--- config.mk ---
export PLATFORM = sky130hd
export DESIGN_NAME = cut_position_scheduler
export DESIGN_NICKNAME = d
export VERILOG_FILES = /design/src/rtl/cut_position_scheduler.sv
export SDC_FILE = /design/constraint.sdc
export NUM_CORES = 1
export LEC_CHECK = 0
export BUFFER_PORTS_ARGS = -buffer_cell sky130_fd_sc_hd__buf_2
export CORE_UTILIZATION = 51
export CTS_CLUSTER_SIZE = 20
export DETAILED_ROUTE_END_ITERATION = 10
export HOLD_SLACK_MARGIN = 0.03
export PLACE_DENSITY = 0.75
export SKIP_LAST_GASP = 1
export SLEW_MARGIN = 20
export SYNTH_ARGS = -nofsm -noshare
export SYNTH_HDL_FRONTEND = slang
export SYNTH_SLANG_ARGS = --single-unit
export TNS_END_PERCENT = 1
--- constraint.sdc ---
create_clock -name clk -period 1.6 [get_ports clk]
set_input_delay 0.32 -clock clk [delete_from_list [all_inputs] [get_ports clk]]
set_output_delay 0.32 -clock clk [all_outputs]
set_load 0.01 [all_outputs]
--- src/rtl/cut_position_scheduler.sv ---
// Keyed 32-bit Galois LFSR producing one raw cut position per active line.
// Reseeded from the latched key at frame start so a descrambler can track it.
module cut_position_scheduler #(
  parameter int LFSR_WIDTH = 32,
  parameter int CUT_WIDTH = 8,
  parameter logic [LFSR_WIDTH-1:0] LFSR_TAPS = 32'h80200003,
  parameter int RESEED_EACH_FRAME = 1,
  parameter int LINE_IDX_WIDTH = 10
) (
  input  logic                      clk,
  input  logic                      reset_n,
  input  logic                      enable,
  input  logic [LFSR_WIDTH-1:0]     key,
  input  logic                      key_load,
  input  logic                      H,
  input  logic                      V,
  input  logic                      F,
  output logic [CUT_WIDTH-1:0]      raw_cut_position,
  output logic [LINE_IDX_WIDTH-1:0] line_index,
  output logic                      frame_sync,
  output logic                      locked
);

  typedef enum logic [1:0] {
    S_IDLE,
    S_WAIT,
    S_ACTIVE
  } state_e;

  localparam logic [LFSR_WIDTH-1:0] ONE =
    {{(LFSR_WIDTH-1){1'b0}}, 1'b1};

  state_e                    state_q, state_d;
  logic [LFSR_WIDTH-1:0]     lfsr_q, lfsr_d;
  logic [LFSR_WIDTH-1:0]     key_q, key_d;
  logic                      kv_q, kv_d;
  logic [CUT_WIDTH-1:0]      cut_q, cut_d;
  logic [LINE_IDX_WIDTH-1:0] line_q, line_d;
  logic                      fs_q, fs_d;
  logic                      locked_q, locked_d;
  logic                      prev_h_q, prev_v_q, prev_f_q;
  logic                      h_rise, f_fall;
  logic [LFSR_WIDTH-1:0]     lfsr_step;

  assign h_rise = H & ~prev_h_q;
  assign f_fall = ~F & prev_f_q;
  assign lfsr_step = lfsr_q[0] ? ((lfsr_q >> 1) ^ LFSR_TAPS)
                               : (lfsr_q >> 1);

  always_ff @(posedge clk) begin
    if (!reset_n) begin
      state_q  <= S_IDLE;
      lfsr_q   <= ONE;
      key_q    <= ONE;
      kv_q     <= 1'b0;
      cut_q    <= '0;
      line_q   <= '0;
      fs_q     <= 1'b0;
      locked_q <= 1'b0;
      prev_h_q <= 1'b0;
      prev_v_q <= 1'b0;
      prev_f_q <= 1'b0;
    end else begin
      state_q  <= state_d;
      lfsr_q   <= lfsr_d;
      key_q    <= key_d;
      kv_q     <= kv_d;
      cut_q    <= cut_d;
      line_q   <= line_d;
      fs_q     <= fs_d;
      locked_q <= locked_d;
      prev_h_q <= H;
      prev_v_q <= V;
      prev_f_q <= F;
    end
  end

  // A key load re-arms the search for the next frame start.
  always_comb begin
    state_d = state_q;
    if (key_load) begin
      state_d = enable ? S_WAIT : S_IDLE;
    end else if (!enable) begin
      state_d = S_IDLE;
    end else begin
      unique case (state_q)
        S_IDLE:   if (kv_q) state_d = S_WAIT;
        S_WAIT:   if (f_fall) state_d = S_ACTIVE;
        S_ACTIVE: state_d = S_ACTIVE;
        default:  state_d = S_IDLE;
      endcase
    end
  end

  always_comb begin
    lfsr_d   = lfsr_q;
    key_d    = key_q;
    kv_d     = kv_q;
    cut_d    = cut_q;
    line_d   = line_q;
    fs_d     = 1'b0;
    locked_d = (state_d == S_ACTIVE);
    if (key_load) begin
      key_d = (key == '0) ? ONE : key;
      kv_d  = 1'b1;
    end
    if (key_load || !enable) begin
      cut_d = '0;
    end else begin
      unique case (state_q)
        S_WAIT: begin
          cut_d = '0;
          if (f_fall) begin
            lfsr_d = key_q;
            line_d = '0;
            fs_d   = 1'b1;
          end
        end
        S_ACTIVE: begin
          if (f_fall) begin
            line_d = '0;
            if (RESEED_EACH_FRAME != 0) begin
              lfsr_d = key_q;
              fs_d   = 1'b1;
            end
          end else if (h_rise && !V) begin
            cut_d  = lfsr_q[CUT_WIDTH-1:0];
            lfsr_d = lfsr_step;
            if (line_q != '1) line_d = line_q + 1'b1;
          end
        end
        default: cut_d = '0;
      endcase
    end
  end

  assign raw_cut_position = cut_q;
  assign line_index       = line_q;
  assign frame_sync       = fs_q;
  assign locked           = locked_q;

  logic unused_v;
  assign unused_v = prev_v_q;

endmodule

### Yosys cells after proc, flatten, opt, wreduce, memory -nomap -nowiden

Index checks and enable logic that the tools add are counted.
Widths: inputs -> output; s select.

* register bits after elaboration: 89
* output and inout bits: 20
* word-level logic and storage cells: 59
* bits of input ports: 39

* eq/ne operators: 7
* reductions and logical operators: 13
* bitwise logic cells: 10
* $add $sub $neg: 1
* mux-type cells: 18

Operator list (count)
* $mux 32: 5
* $pmux 32 s2: 1
* $mux 10: 4
* $logic_not 32->1: 1
* $pmux 10 s2: 1
* $add 10x1->10 const B: 1
* $ne 10x10->1 const B: 1
* $mux 2: 4
* $not 1->1: 7
* $ne 3x3->1 const B: 2
* $pmux 2 s3: 1
* $reduce_or 3->1: 2
* $reduce_and 5->1: 1
* $eq 2x2->1 const B: 2
* $not 3->4: 1
* $reduce_and 4->1: 1
* $and 1x1->1: 2
* $eq 2x1->1 const B: 1
* $logic_not 1->1: 2
* $logic_not 2->1: 1
* $mux 1: 2
* $ne 2x2->1 const B: 1
* $reduce_and 2->1: 1
* $reduce_bool 2->1: 1
* 3 further kinds: 3

### Depth between registers and ports, before layout

* depth after elaboration: 7
* mapped depth: 9
* mapped depth without buffers: 7

### Least setup slack after synthesis

No wires, ideal clock.

* path type: reg-to-reg
* start: register state_q[0]
* end: register lfsr_q[3]
* buffers on the path: 2
* period minus slack after synthesis: 1767 ps
* slack: -167 ps
* arrival: 1679 ps
* cell stages (with the launch flop): 10
* path through: dfxtp_1 inv_1 ha_1 nand3b_1 a21oi_4 o21a_1 buf_6 buf_6 nor2_1 a311oi_2

* cells in the longest elaborated chain, start to end: 3

Ends and longest elaborated chain
* from (decl): RTL line 33 `state_e state_q, state_d;`
* from (signal assigned): RTL line 64 `state_q <= state_d;`
* $eq 2x2->1 or $eq 2x1->1 (tied branches): RTL line 110 `unique case (state_q)`
* $ne 3x3->1 (no line) (tied with other cells)
* $reduce_and 4->1 (no line)
* to (signal assigned): RTL line 65 `lfsr_q <= lfsr_d;`
* to (decl): RTL line 34 `logic [LFSR_WIDTH-1:0] lfsr_q, lfsr_d;`

Parallel ways exist; a longest one is shown, timed or not.
A chain may end at the register's enable or synchronous reset.

### Final worst setup path

* start: register state_q[0]
* end: register lfsr_q[1]

The elaborated chain is that of the path after synthesis.

==> flow_metrics.tcl <==
set metrics [dict create \
    cts_made_buffers 9 \
    violations "setup timing" \
    finalSetupViolations 34 \
    p_leak_uw 0.00201 \
    hpwl_um 6140 \
    start_util 0.538 \
    critPathMaxFanout 15 \
    core_um2 7410 \
    drt_iter0_drc 134 \
    criticalPathCategory "reg2reg" \
    maxSlewViolCount 0 \
    via_per_inst 5.36 \
    status "finished with violations" \
    finalClockSkew_ps 9.76 \
    ant_nets 0 \
    max_freq_mhz 585 \
    whs_ps 191 \
    synth_cell_type_count 45 \
    antenna_found_initial 0 \
    die-area_um2 8170 \
    syn_area_um2 3990 \
    pwr_density_cell_nw_per_um2 877 \
    total_power_uw 4340 \
    r2r_slack_ps -110 \
    rsz0062_at_grt "yes" \
    cts_tree "yes" \
    cts_max_level 3 \
    overflow 0 \
    hold_viol 0 \
    post_route_cells_drive_above_1_share 0.298 \
    maxCapViolCount 0 \
    grt_max_degree 40 \
    first_global_vias 3190 \
    synth-async-reset-ratio 0 \
    ys_ff_latch 89 \
    nets 564 \
    wl_per_cell_um 14.6 \
    synth_edf_count 0 \
    grt_first_pass_wirelength_um 15100 \
    crit_required_ps 1870 \
    startpoint_type "flop" \
    wirelength_um 9070 \
    std_cell_rows 31 \
    hold_class "in2reg" \
    antenna_cells 0 \
    worst_pin_slew_ps 426 \
    cts_buffer_depth 2 \
    end_kind "flop" \
    synth_ff_type "dfxtp_1" \
    synth_cells 432 \
    cp.arrival_ps 1980 \
    tns_ps -1930 \
    clk_latency_ps 350 \
    synth_warnings 0 \
    grt_use_total 0.229 \
    min_period_over_period 1.07 \
    root_buffer "clkbuf_8" \
    firstDrtPassIters 4 \
    ir_worst_vdd_uv 474 \
    syn_nets 476 \
    mostFrequentLayoutCells "dfxtp_1 (86), nand2_1 (80), buf_2 (58), buf_4 (40), nor2_1 (34)" \
    cts.sinks 89 \
    avgSynthCellArea_um2 9.23 \
    syn_to_final_growth_pct 24.1 \
    setup_slack_ps -108 \
    vias 3337 \
    ios 59 \
    post-route-min-period_ps 1710 \
    io_buffers 58 \
    route.detailed.drc 0 \
    die_w_um 90.4 \
    final_common_cell "dfxtp_1" \
    die_h_um 90.4 \
    clk_pin_slew_worst_paths_ps 90 \
    seq_area_frac_synth 0.447 \
    gp_congestion 0.872 \
    slew-limit-headroom 0.716 \
]
-- cells by family after synthesis --
logic type,synth area share
compound gates,0.167
xor+xnor,0.0110
fa+ha+maj,0.0157
buf+inv,0.0439
flops,0.447
mux,0.0778
simple gates,0.238
-- Yosys cell counts (5+ instances only) --
cell | n | area share
mux2i_1 | 31 | 0.078
a311oi_2 | 20 | 0.075
nand3_1 | 20 | 0.025
a21oi_1 | 18 | 0.023
nor4_1 | 10 | 0.016
nand2_1 | 80 | 0.075
nor2b_1 | 29 | 0.046
o211ai_1 | 5 | 0.0094
buf_2 | 8 | 0.010
ha_1 | 5 | 0.016
clkbuf_1 | 13 | 0.012
nor2_1 | 34 | 0.032
o21ai_0 | 7 | 0.0088
o211a_1 | 7 | 0.018
dfxtp_1 | 89 | 0.45
-- metrics by stage --
stage / utilization / area, µm² / worst slack [ps] / cells
after floorplan: - / 4000 / -104 / 432
after global placement: 0.624 / 4620 / -17.1 / 604
after detailed placement: 0.624 / 4620 / -79.8 / 604
after CTS: 0.659 / 4880 / -109 / 619
after global routing: 0.668 / 4950 / -173 / 622
final: 0.668 / 4950 / -108 / 622
-- worst paths after layout --
path                                                        from                               end  cells after the start
worst max-delay path                       state_q[0]$_SDFF_PN0_            lfsr_q[1]$_SDFFE_PN0P_                      9
worst min-delay path                                           H               prev_h_q$_SDFF_PN0_                      2
worst min register to register  raw_cut_position[4]$_SDFFE_PP0P_  raw_cut_position[4]$_SDFFE_PP0P_                      2
worst max register to register             state_q[0]$_SDFF_PN0_            lfsr_q[1]$_SDFFE_PN0P_                      9
-- timing repair --
action | CTS | global route
buffers inserted | 0 | 2
gates resized for setup | 4 | 8
pin swaps | 0 | 4
hold buffers | 0 | 0
endpoints found under the setup margin | 39 | 44
cloned | 1 | 1
hold endpoints to repair | 0 | 0
-- cell type report --
class,instances,area [µm²]
Fill cell,608,2460
Multi-Input combinational cell,310,2080
Sequential cell,89,1790
Timing Repair Buffer,106,746
Clock buffer,10,128
Tap cell,99,124
Clock inverter,4,70.1
Inverter,4,15.0
-- registers in the layout, indices dropped and copies added, names as in the netlist --
| signal | flops |
|---|---|
| frame_sync | 1 |
| locked | 1 |
| prev_f_q | 1 |
| raw_cut_position | 8 |
| line_index | 10 |
| state_q | 2 |
| lfsr_q | 32 |
| key_q | 32 |
| kv_q | 1 |
| prev_h_q | 1 |
-- power breakdown --
group          internal [µW]  total (µW)  switching [µW]
logic                    194         404             210
clock network            859        1600             744
registers               2290        2330            43.7
total                   3340        4340             998
-- critical path, cell delays in order, from the launching register on --
cell and delay [ps]:
dfxtp_2 350, inv_2 60, ha_4 260, nand3b_1 100, a21oi_4 140, o21a_4 210
buf_12 120, buf_16 140, o211ai_1 90, a21oi_1 160
-- per-layer routing --
layer	wire length (µm)	vias to the layer above	share of wire	global-route usage
met3	336	6	0.037	0.0471
met5	0	-	0	0
met2	4330	64	0.48	0.366
met1	4320	1578	0.48	0.305
met4	76	0	0.0084	0.0793
li1	-	1689	-	-
(Power assumes the default switching activity.)
